--- src/rtl/decode_issue_pkg.sv ---
// Shared core header: instruction field layout, K encoding, execute opcodes
// and the data/register widths used by decode and execute.
package decode_issue_pkg;

  localparam int INST_W = 16;
  localparam int DATA_W = 8;
  localparam int REG_N  = 4;
  localparam int REG_AW = 2;
  localparam int OPC_W  = 4;

  // Execute opcodes understood by the ALU
  localparam logic [OPC_W-1:0] EX_OC_MOV = 4'h1;
  localparam logic [OPC_W-1:0] EX_OC_ADD = 4'h2;

  // K bit value selecting the immediate form
  localparam logic K_IMM = 1'b1;

  // Instruction word: [15:12] opcode, [11] K, [10:9] rd, [8] reserved, [7:0] imm8
  // (rs lives in imm8[1:0] when K=0)
  typedef struct packed {
    logic [OPC_W-1:0]  opcode;
    logic              k;
    logic [REG_AW-1:0] rd;
    logic              rsvd;
    logic [DATA_W-1:0] imm8;
  } inst_t;

  // Registered bundle handed to execute
  typedef struct packed {
    logic [OPC_W-1:0]  opcode;
    logic [DATA_W-1:0] source0;
    logic [DATA_W-1:0] source1;
    logic [REG_AW-1:0] dest;
  } issue_bundle_t;

  // Only MOV and ADD are issued; everything else is dropped as illegal
  function automatic logic is_legal(input logic [OPC_W-1:0] opc);
    return (opc == EX_OC_MOV) || (opc == EX_OC_ADD);
  endfunction

endpackage

--- src/rtl/decode_issue_if.sv ---
// Instruction, issue and writeback signals between fetch, decode and execute.
// master = the surrounding pipeline, slave = decode_issue.
interface decode_issue_if;
  import decode_issue_pkg::*;

  logic                iINST_VALID;
  logic [INST_W-1:0]   iINST;
  logic                oINST_READY;
  logic                oVALID;
  logic                iEX_READY;
  logic [OPC_W-1:0]    oOPCODE;
  logic [DATA_W-1:0]   oSOURCE0;
  logic [DATA_W-1:0]   oSOURCE1;
  logic [REG_AW-1:0]   oDEST;
  logic                oILLEGAL;
  logic                iWB_EN;
  logic [REG_AW-1:0]   iWB_ADDR;
  logic [DATA_W-1:0]   iWB_DATA;

  modport master (
    output iINST_VALID, iINST, iEX_READY, iWB_EN, iWB_ADDR, iWB_DATA,
    input  oINST_READY, oVALID, oOPCODE, oSOURCE0, oSOURCE1, oDEST, oILLEGAL
  );

  modport slave (
    input  iINST_VALID, iINST, iEX_READY, iWB_EN, iWB_ADDR, iWB_DATA,
    output oINST_READY, oVALID, oOPCODE, oSOURCE0, oSOURCE1, oDEST, oILLEGAL
  );
endinterface

--- src/rtl/decode_regfile.sv ---
// 4x8 register file: two combinational read ports, one write port.
// Macro DECODE_WB_BYPASS_EN: reads of the register being written this cycle
// return the incoming writeback data instead of the stored value.
module decode_regfile
  import decode_issue_pkg::*;
(
  input  logic              clk,
  input  logic              rst_n,
  input  logic [REG_AW-1:0] rd_addr0_i,
  input  logic [REG_AW-1:0] rd_addr1_i,
  output logic [DATA_W-1:0] rd_data0_o,
  output logic [DATA_W-1:0] rd_data1_o,
  input  logic              wb_en_i,
  input  logic [REG_AW-1:0] wb_addr_i,
  input  logic [DATA_W-1:0] wb_data_i
);

  logic [DATA_W-1:0] regs_q [REG_N];

  // Writeback port; reset clears every register
  always_ff @(posedge clk) begin
    if (!rst_n) begin
      for (int i = 0; i < REG_N; i++) regs_q[i] <= '0;
    end else if (wb_en_i) begin
      regs_q[wb_addr_i] <= wb_data_i;
    end
  end

  // Read ports, optionally forwarding the in-flight writeback
  always_comb begin
    rd_data0_o = regs_q[rd_addr0_i];
    rd_data1_o = regs_q[rd_addr1_i];
`ifdef DECODE_WB_BYPASS_EN
    if (wb_en_i && (wb_addr_i == rd_addr0_i)) rd_data0_o = wb_data_i;
    if (wb_en_i && (wb_addr_i == rd_addr1_i)) rd_data1_o = wb_data_i;
`endif
  end

endmodule

--- src/rtl/decode_issue.sv ---
// Decode/issue stage: decodes MOV/ADD, reads operands, tracks pending
// destinations in a scoreboard and holds a registered bundle for execute.
// Macro DECODE_WB_BYPASS_EN: a same-cycle writeback resolves the hazard and
// forwards its data into the issued operands.
module decode_issue
  import decode_issue_pkg::*;
(
  input  logic          iCLK,
  input  logic          iRST_N,
  decode_issue_if.slave bus
);

  inst_t             inst;
  logic [REG_AW-1:0] rs;
  logic              is_imm;
  logic [DATA_W-1:0] rf_data0;
  logic [DATA_W-1:0] rf_data1;
  logic              wb_hit_rd;
  logic              wb_hit_rs;
  logic              stall;
  logic              inst_ready;
  logic              accept;
  logic              issue;
  logic [REG_N-1:0]  sb_q;
  logic [REG_N-1:0]  sb_d;
  logic              valid_q;
  logic              illegal_q;
  issue_bundle_t     bundle_q;
  logic              unused_rsvd;

  assign inst        = inst_t'(bus.iINST);
  assign rs          = inst.imm8[REG_AW-1:0];
  assign is_imm      = (inst.k == K_IMM);
  assign unused_rsvd = inst.rsvd;

  decode_regfile u_regfile (
    .clk        (iCLK),
    .rst_n      (iRST_N),
    .rd_addr0_i (inst.rd),
    .rd_addr1_i (rs),
    .rd_data0_o (rf_data0),
    .rd_data1_o (rf_data1),
    .wb_en_i    (bus.iWB_EN),
    .wb_addr_i  (bus.iWB_ADDR),
    .wb_data_i  (bus.iWB_DATA)
  );

`ifdef DECODE_WB_BYPASS_EN
  assign wb_hit_rd = bus.iWB_EN && (bus.iWB_ADDR == inst.rd);
  assign wb_hit_rs = bus.iWB_EN && (bus.iWB_ADDR == rs);
`else
  assign wb_hit_rd = 1'b0;
  assign wb_hit_rs = 1'b0;
`endif

  // Hazard: pending rd, or pending rs for the register form only
  assign stall = (sb_q[inst.rd] & ~wb_hit_rd) | (~is_imm & sb_q[rs] & ~wb_hit_rs);

  // Ready ignores iINST_VALID; forced high while reset is asserted
  assign inst_ready = ~iRST_N | (~stall & (~valid_q | bus.iEX_READY));
  assign accept     = bus.iINST_VALID & inst_ready;
  assign issue      = accept & is_legal(inst.opcode);

  // Scoreboard next state: writeback clears, a new issue sets (set wins)
  always_comb begin
    sb_d = sb_q;
    if (bus.iWB_EN) sb_d[bus.iWB_ADDR] = 1'b0;
    if (issue)      sb_d[inst.rd]      = 1'b1;
  end

  // Output register, valid flag, illegal pulse and scoreboard
  always_ff @(posedge iCLK) begin
    if (!iRST_N) begin
      sb_q      <= '0;
      valid_q   <= 1'b0;
      illegal_q <= 1'b0;
      bundle_q  <= '0;
    end else begin
      sb_q      <= sb_d;
      illegal_q <= accept & ~is_legal(inst.opcode);
      if (issue) begin
        valid_q          <= 1'b1;
        bundle_q.opcode  <= inst.opcode;
        bundle_q.source0 <= rf_data0;
        bundle_q.source1 <= is_imm ? inst.imm8 : rf_data1;
        bundle_q.dest    <= inst.rd;
      end else if (bus.iEX_READY) begin
        valid_q <= 1'b0;
      end
    end
  end

  assign bus.oINST_READY = inst_ready;
  assign bus.oVALID      = valid_q;
  assign bus.oOPCODE     = bundle_q.opcode;
  assign bus.oSOURCE0    = bundle_q.source0;
  assign bus.oSOURCE1    = bundle_q.source1;
  assign bus.oDEST       = bundle_q.dest;
  assign bus.oILLEGAL    = illegal_q;

endmodule
--- src/flat_wrapper.sv ---
// flat-port wrapper written by rule: the top's interface ports become plain ports
module decode_issue_flat import decode_issue_pkg::*;
  (iCLK, iRST_N, bus_iINST_VALID, bus_iINST, bus_iEX_READY, bus_iWB_EN, bus_iWB_ADDR, bus_iWB_DATA, bus_oINST_READY, bus_oVALID, bus_oOPCODE, bus_oSOURCE0, bus_oSOURCE1, bus_oDEST, bus_oILLEGAL);
  decode_issue_if bus_i ();
  input  logic iCLK;
  input  logic iRST_N;
  input wire logic [$bits(bus_i.iINST_VALID)-1:0] bus_iINST_VALID;
  input wire logic [$bits(bus_i.iINST)-1:0] bus_iINST;
  input wire logic [$bits(bus_i.iEX_READY)-1:0] bus_iEX_READY;
  input wire logic [$bits(bus_i.iWB_EN)-1:0] bus_iWB_EN;
  input wire logic [$bits(bus_i.iWB_ADDR)-1:0] bus_iWB_ADDR;
  input wire logic [$bits(bus_i.iWB_DATA)-1:0] bus_iWB_DATA;
  output wire logic [$bits(bus_i.oINST_READY)-1:0] bus_oINST_READY;
  output wire logic [$bits(bus_i.oVALID)-1:0] bus_oVALID;
  output wire logic [$bits(bus_i.oOPCODE)-1:0] bus_oOPCODE;
  output wire logic [$bits(bus_i.oSOURCE0)-1:0] bus_oSOURCE0;
  output wire logic [$bits(bus_i.oSOURCE1)-1:0] bus_oSOURCE1;
  output wire logic [$bits(bus_i.oDEST)-1:0] bus_oDEST;
  output wire logic [$bits(bus_i.oILLEGAL)-1:0] bus_oILLEGAL;
  assign bus_i.iINST_VALID = bus_iINST_VALID;
  assign bus_i.iINST = bus_iINST;
  assign bus_i.iEX_READY = bus_iEX_READY;
  assign bus_i.iWB_EN = bus_iWB_EN;
  assign bus_i.iWB_ADDR = bus_iWB_ADDR;
  assign bus_i.iWB_DATA = bus_iWB_DATA;
  assign bus_oINST_READY = bus_i.oINST_READY;
  assign bus_oVALID = bus_i.oVALID;
  assign bus_oOPCODE = bus_i.oOPCODE;
  assign bus_oSOURCE0 = bus_i.oSOURCE0;
  assign bus_oSOURCE1 = bus_i.oSOURCE1;
  assign bus_oDEST = bus_i.oDEST;
  assign bus_oILLEGAL = bus_i.oILLEGAL;
  decode_issue u_core (.iCLK(iCLK), .iRST_N(iRST_N), .bus(bus_i));
endmodule
--- config.mk ---
export PLATFORM = sky130hd
export DESIGN_NAME = decode_issue_flat
export DESIGN_NICKNAME = d
export VERILOG_FILES = /design/src/rtl/decode_issue_pkg.sv /design/src/rtl/decode_issue_if.sv /design/src/rtl/decode_regfile.sv /design/src/rtl/decode_issue.sv /design/src/flat_wrapper.sv
export SDC_FILE = /design/constraint.sdc
export NUM_CORES = 1
export LEC_CHECK = 0
export ABC_AREA = 1
export CAP_MARGIN = 20
export CORE_MARGIN = 5
export CORE_UTILIZATION = 52
export DETAILED_ROUTE_END_ITERATION = 6
export PLACE_DENSITY = 0.82
export SETUP_SLACK_MARGIN = 0.15
export SLEW_MARGIN = 15
export SYNTH_ARGS = -nofsm -noshare
export SYNTH_HDL_FRONTEND = slang
export SYNTH_SLANG_ARGS = --single-unit
--- constraint.sdc ---
create_clock -name iCLK -period 2.4 [get_ports iCLK]
set_clock_uncertainty 0.2 [all_clocks]
set_input_delay 0.6 -clock iCLK [delete_from_list [all_inputs] [get_ports iCLK]]
set_output_delay 0.6 -clock iCLK [all_outputs]
set_load 0.1 [all_outputs]
==> key figures, run 1 <==
Global route
  – Met3 Use GR: 3.879%
  – Initial antenna violation count: 0
  – All-Layer GR Usage: 22.27%
  – Met1 Usage GRT: 28.51%
  – Total grt overflow: 0
  – GRT Max-Usage Layer: met2
  – Vias in the first global route: 2,710
  – Largest net degree at the start of global routing: 25
  – Global Route met2 Usage: 37.20%
  – First-pass GRT wire length: 13,020 microns

Clock tree
  – Total CTS buffers: 9
  – Clock sinks: 60
  – H-tree depth: 3
  – Clk buf depth: 2
  – Root Buffer: clkbuf_8
  – Clk slew on worst S/H paths: 0.07 ns
  – Worst-Skew Late Latency: approximately 0.33 ns
  – CTS tree: yes

Worst setup path
  – Reg-to-reg critical path endpoint: u_core.bus.oSOURCE1[5]$_SDFFE_PN0P_
  – Worst-path cell chain: inv_1 > nand2_1 > nand3_1 > nand2_1 > nand2_2 > nand2_2 > nand2_4 > buf_12
  – Slowest stage delay, CP: 0.38 ns
  – Startpoint Class: flop
  – Crit path buf inv count: 2
  – Worst reg2reg setup slack: 0.51 ns
  – Critical path arrival: ~1.4 ns
  – WP data required: about 1.6 ns
  – Crit-path slowest cell: dfxtp_1
  – Kind of critical path: reg2out
  – Worst r2r path cells: 14
  – RR Startpoint: u_core.sb_q[1]$_SDFF_PN0_
  – Worst setup EP type: primary output
  – CP Max Fanout: 3
  – Top delay family on crit path: simple AND/OR/NAND/NOR gates

Floorplanning
  – Core area: 0.005851 sq mm
  – Die X: around 87 microns
  – I/O Pins: 56
  – Row count: 28
  – Initial core utilization: between 50% and 60%
  – Height of the die: 87.08 microns
  – Die area: 0.007582 sq mm

Routing
  – Initial DRT Pass Iterations: 7
  – Residual DRC: 0
  – Drt first-iter violations: 233
  – Post-Route WL: 7935 microns
  – DR WL/cell: 13.52 microns
  – Routed Antenna Nets: 0
  – Vias per cell: ~5
  – Routed vias: 2,921

Yosys
  – Register bit total from synthesis: 60
  – Post-Syn Area: 0.003089 sq mm
  – Synth cell types: 23
  – Synth Flop Type: edfxtp_1
  – Syn avg cell area: 7.390 sq um
  – Net count after synthesis: 449
  – Sequential share of the synthesized area: 49.25%
  – Ys Warns: 0
  – Synth async-reset ratio: 0%
  – Synthesized instance count: 418
  – Post-synth EDFFs: 32

Status
  – Status: completed

Min path
  – Hold path endpoint: u_core.bus.oOPCODE[3]$_SDFFE_PN0P_
  – Worst Hold Class: reg2reg
  – Hold Crit Start: u_core.bus.oOPCODE[3]$_SDFFE_PN0P_
  – WHS Path Cells: 2

Cells and area
  – Most common cell after layout, fill and taps aside: nand2_1
  – Synthesis-to-finish area growth: 35.20%
  – Final net count: 538
  – Most frequent cells in the layout: nand2_1, inv_1, nor2_1, buf_4, edfxtp_1
  – Cell area after layout: 0.004177 sq mm
  – Antenna cells: 0
  – Post-route insts no fill: approximately 600
  – Share of cells above drive strength 1: 19.53%

STA
  – Slew headroom: 70.11%
  – Unrepaired setup endpoints after global routing: no
  – Hold Violations, Final: 0
  – Period utilization: between 90 and 100%
  – Slew Limit Fails: 0
  – Setup violators final: 0
  – Worst Max-Slew Pin Slew: 0.4472 ns
  – Tmin final: 2.192 ns
  – Fmax: 456.1 MHz

Job
  – Max-cap violations: 0

Placement
  – Routability cong.: between 0.9 and 1
  – Dpl hpwl: between 5000 and 6000 microns
  – Placed Area: 0.003867 sq mm
  – Number of I/O port buffers: 54
  – Inst Count DP: 560

Power and ir drop
  – Lkg Pwr: between 2 and 2.5 nW
  – PD cells: 636.2 mW/mm^2
  – Maximum vdd drop: 0.0004405 V
  – Total Power: around 0.0027 W
==> worst max-delay path by stage <==
stage | end | startpoint | slack (ns) | cells past startpoint
final | bus_oINST_READY | u_core.sb_q[1]$_SDFF_PN0_ | 0.21 | 8
after global placement | bus_oINST_READY | bus_iINST[9] | -0.28 | 8
after floorplan | bus_oINST_READY | bus_iINST[0] | 0.16 | 9
after global routing | bus_oINST_READY | u_core.sb_q[1]$_SDFF_PN0_ | 0.15 | 8
after CTS | bus_oINST_READY | bus_iINST[10] | 0.15 | 8
after detailed placement | bus_oINST_READY | bus_iINST[9] | -0.27 | 8
==> Yosys cell counts, types with 3 or more instances <==
master | number | share of area, %
dfxtp_1 | 28 | 18
buf_1 | 3 | 0.36
buf_2 | 4 | 0.65
nand2_1 | 108 | 13
edfxtp_1 | 32 | 31
mux2i_1 | 6 | 1.9
nand4_1 | 17 | 3.4
nand3_1 | 31 | 5.0
o21ai_0 | 8 | 1.3
clkbuf_1 | 7 | 0.85
nor2_1 | 62 | 7.5
inv_1 | 84 | 10
o22ai_1 | 15 | 3.0
==> registers in the layout, summed over array words and instances, names as in the netlist <==
name	count
u_core.bus.oDEST	2
u_core.bus.oILLEGAL	1
u_core.bus.oOPCODE	4
u_core.bus.oSOURCE0	8
u_core.bus.oSOURCE1	8
u_core.bus.oVALID	1
u_core.sb_q	4
u_core.u_regfile.regs_q	32
==> per-layer routing <==
| metal | routed length, microns | share of wire [%] | up-vias |
|---|---|---|---|
| met5 | 0 | 0 | - |
| met4 | 166 | 2.1 | 0 |
| met3 | 618 | 7.8 | 21 |
| met2 | 3881 | 49 | 123 |
| met1 | 3269 | 41 | 1293 |
| li1 | - | - | 1484 |
==> worst reg2reg max path, delay by kind of cell, from the launching register on <==
kind / cells / cell delay [ns]
DFF: 1 / 0.38
buffers and inverters: 5 / 0.61
and+or+nand+nor: 9 / 0.60
==> cell families (layout without fill, tap and decap cells) <==
| family | Yosys count | in the layout | synth area share, % |
|---|---|---|---|
| simple gates | 221 | 221 | 30.26 |
| buf+inv | 105 | 199 | 13.53 |
| flops | 60 | 60 | 49.25 |
| compound gates | 25 | 25 | 4.739 |
| mux | 6 | 6 | 1.944 |
| xor+xnor | 1 | 1 | 0.2836 |
==> where the power goes <==
group / switching [W] / total [W] / internal [W]
Sequential: 0.0000253 / 0.00117 / 0.00114
Clock: 0.000401 / 0.000981 / 0.000580
Combinational: 0.000328 / 0.000510 / 0.000182
Total: 0.000755 / 0.00266 / 0.00190
==> stage by stage <==
step | setup slack (ns) | setup TNS (ns) | hold slack, ns | utilization [%]
6_report | 0.2076 | 0 | 0.2580 | 71.39
5_1_grt | 0.1463 | 0 | 0.2903 | 71.39
4_1_cts | 0.1515 | 0 | 0.2617 | 70.94
3_5_place_dp | -0.2733 | -3.743 | 0.2506 | 66.10
3_3_place_gp | -0.2788 | -3.240 | 0.2430 | 66.10
2_1_floorplan | 0.1604 | 0 | 0.2558 | -
==> final cells by class <==
cell class | instances | area [sq um]
flip-flops and latches | 60 | 1524
inverters | 88 | 330.3
clock buffers | 9 | 123.9
clock inverters | 7 | 91.34
well taps | 75 | 93.84
multi-input cells | 253 | 1180
fillers | 464 | 1674
repair buffers | 95 | 833.3
==> what timing repair did <==
| item | 4_1_cts | 5_1_grt |
|---|---|---|
| endpoints found under the setup margin | 1 | 1 |
| gates resized for setup | 22 | 12 |
| hold buffers | 0 | 0 |
| gates cloned | 0 | 0 |
| pin swaps | 2 | 2 |
| buffers inserted | 11 | 0 |
(Power assumes the default switching activity.)
==> run 2: changes to the inputs <==
--- a/config.mk
+++ b/config.mk
@@ -8,9 +8,9 @@
 export ABC_AREA = 1
 export CAP_MARGIN = 20
 export CORE_MARGIN = 5
-export CORE_UTILIZATION = 52
+export CORE_UTILIZATION = 40
+export CTS_BUF_LIST = sky130_fd_sc_hd__clkbuf_16
 export DETAILED_ROUTE_END_ITERATION = 6
-export PLACE_DENSITY = 0.82
 export SETUP_SLACK_MARGIN = 0.15
 export SLEW_MARGIN = 15
 export SYNTH_ARGS = -nofsm -noshare
==> run 2 against run 1 <==
  * Non-clock buffer count decreased by 2
  * Sequential share of layout area decreased by 0.94 points
  * Hold slack gained 0.0012 ns
  * Utilization is 15 points lower
  * Critical path type is now in2out
  * Critical endpoint unchanged
==> key figures, run 2 (synthesized netlist as in run 1, its figures left out) <==
Routing
  – Initial DRT Pass Iterations: 4 (-3)
  – DR WL/cell: 12.50 microns (-7.5%)
  – Routed vias: 2,766 (-5.3%)
  – Post-Route WL: 7638 microns (-3.7%)
  – Vias per cell: 4.527 (-9.0%)
  – Drt first-iter violations: 260 (+12%)
  – Routed Antenna Nets: 0 (unchanged)
  – Residual DRC: 0 (unchanged)

Clock tree
  – Root Buffer: clkbuf_16
  – Clk slew on worst S/H paths: 0.05 ns (-0.02 ns)
  – Clock sinks: 60 (unchanged)
  – CTS tree: yes
  – Clk buf depth: 2 (unchanged)
  – H-tree depth: 3 (unchanged)
  – Total CTS buffers: 9 (unchanged)
  – Hold-fix buffers at CTS: 0 (unchanged)
  – Worst-Skew Late Latency: 0.32 ns (about the same)

Cells and area
  – Final net count: 536 (-0.37%)
  – Most common cell after layout, fill and taps aside: nand2_1
  – Antenna cells: 0 (unchanged)
  – Cell area after layout: 0.004283 sq mm (+2.5%)
  – Util after Layout: 56.30% (-15 points)
  – Most frequent cells in the layout: nand2_1, inv_1, nor2_1, buf_4, edfxtp_1
  – Synthesis-to-finish area growth: 38.64%
  – Register with the most flip-flops: u_core.u_regfile.regs_q
  – Share of cells above drive strength 1: 18.66% (-0.87 points)
  – Number of flip-flops in the largest register: 32 (unchanged)
  – # fillers: 726 (+56%)

Placement
  – Number of I/O port buffers: 54 (unchanged)
  – Dpl hpwl: 5716 microns (-0.71%)
  – Setup WS pre-CTS: -0.2858 ns (-0.01247 ns)
  – Routability cong.: 0.8648 (-6.7%)
  – Placed Area: 0.003886 sq mm (+0.49%)

Global route
  – Initial antenna violation count: 0 (unchanged)
  – Largest net degree at the start of global routing: 29 (+16%)
  – Vias in the first global route: 2,603 (-3.9%)
  – First-pass GRT wire length: 12,520 microns (-3.9%)
  – All-Layer GR Usage: 16.29% (-6.0 points)
  – Total grt overflow: 0 (unchanged)

Power and ir drop
  – Maximum vdd drop: 0.0003267 V (-26%)
  – Total Power: 0.002991 W (+13%)
  – Lkg Pwr: 2.125 nW (+1.6%)
  – PD cells: 698.4 mW/mm^2 (+9.8%)

STA
  – Hold Violations, Final: 0 (unchanged)
  – Fmax: 450.6 MHz (-1.2%)
  – Slew Limit Fails: 0 (unchanged)
  – Period utilization: 92.47% (+1.1 points)
  – Worst Max-Slew Pin Slew: 0.4218 ns (-0.02549 ns)
  – TNS Setup: 0 ns (unchanged)
  – Final WS setup: 0.1806 ns (-0.02696 ns)
  – Slew headroom: 71.81% (+1.7 points)
  – Setup violators final: 0 (unchanged)
  – Unrepaired setup endpoints after global routing: no
  – Tmin final: 2.219 ns (+0.02696 ns)

Worst setup path
  – Critical path arrival: 1.42 ns (+0.03 ns)
  – Worst reg2reg setup slack: 0.56 ns (+0.05 ns)
  – Startpoint Class: primary input
  – Kind of critical path: in2out
  – CP Max Fanout: 5 (+2)
  – WP data required: 1.60 ns (about the same)
  – Worst setup EP type: primary output

Floorplanning
  – Initial core utilization: 40.61% (-12 points)
  – Row count: 32 (+14%)
  – Die area: 0.009580 sq mm (+26%)
  – Height of the die: 97.88 microns (+12%)
  – Die X: 97.88 microns (+12%)
  – I/O Pins: 56 (unchanged)
  – Core area: 0.007607 sq mm (+30%)

Status
  – Status: completed

Min path
  – Worst Hold Class: reg2reg

Job
  – Max-cap violations: 0 (unchanged)
## run 2: cell count changes in the layout (fill, tap and decap cells not counted), moves of 2 or more
cell	before	now
clkbuf_8	9	0
nand3_1	29	31
inv_2	3	5
buf_4	61	59
clkbuf_16	0	9
## run 2: layout make-up
cell class                 instances  area, sq um  area share, %
clock buffer                       9        225.2          5.259
clock inverter                     6        81.33          1.899
inverter                          88        330.3          7.713
multi-input combinational        253         1166          27.23
sequential                        60         1523          35.55
tap                              102        127.6          2.980
timing repair buffer              93        829.5          19.37
## run 2: worst max-delay path: stages
cell and delay (ns):
buf_4 0.11, inv_2 0.06, nand3_1 0.09, nand3_1 0.10, nor2_2 0.12, nand2_2 0.08, nand2_4 0.09, buf_12 0.18
## run 2: final timing paths
check / startpoint / end / depth (start not counted)
max: bus_iINST[9] / bus_oINST_READY / 8
max reg2reg: u_core.sb_q[0]$_SDFF_PN0_ / u_core.sb_q[0]$_SDFF_PN0_ / 9
min reg2reg: u_core.bus.oOPCODE[3]$_SDFFE_PN0P_ / u_core.bus.oOPCODE[3]$_SDFFE_PN0P_ / 2
min: u_core.bus.oOPCODE[3]$_SDFFE_PN0P_ / u_core.bus.oOPCODE[3]$_SDFFE_PN0P_ / 2
## run 2: power by group
group	total, W	switching (W)	internal, W
clock	0.00132	0.000430	0.000893
sequential	0.00117	0.0000228	0.00114
combinational	0.000503	0.000322	0.000181
## run 2: through the flow
step / instances / hold slack, ns
6_report: 611 / 0.2592
5_1_grt: 611 / 0.2769
4_1_cts: 611 / 0.2612
3_5_place_dp: 585 / 0.2529
3_3_place_gp: 585 / 0.2470
2_1_floorplan: 418 / 0.2558
## run 2: timing repair
action / CTS / global route
setup endpoints to repair: 4 / 1
resized for setup: 18 / 12
setup buffers: 11 / 0
pin swaps: 2 / 2
## run 2: routing by layer
layer  global-route usage, %  routed length, microns  vias up
li1                        -                       -     1476
met1                   20.65                    3522     1205
met2                   26.13                    3644       74
met3                   5.071                     359       11
met4                   6.070                     110        0
met5                       0                       0        -
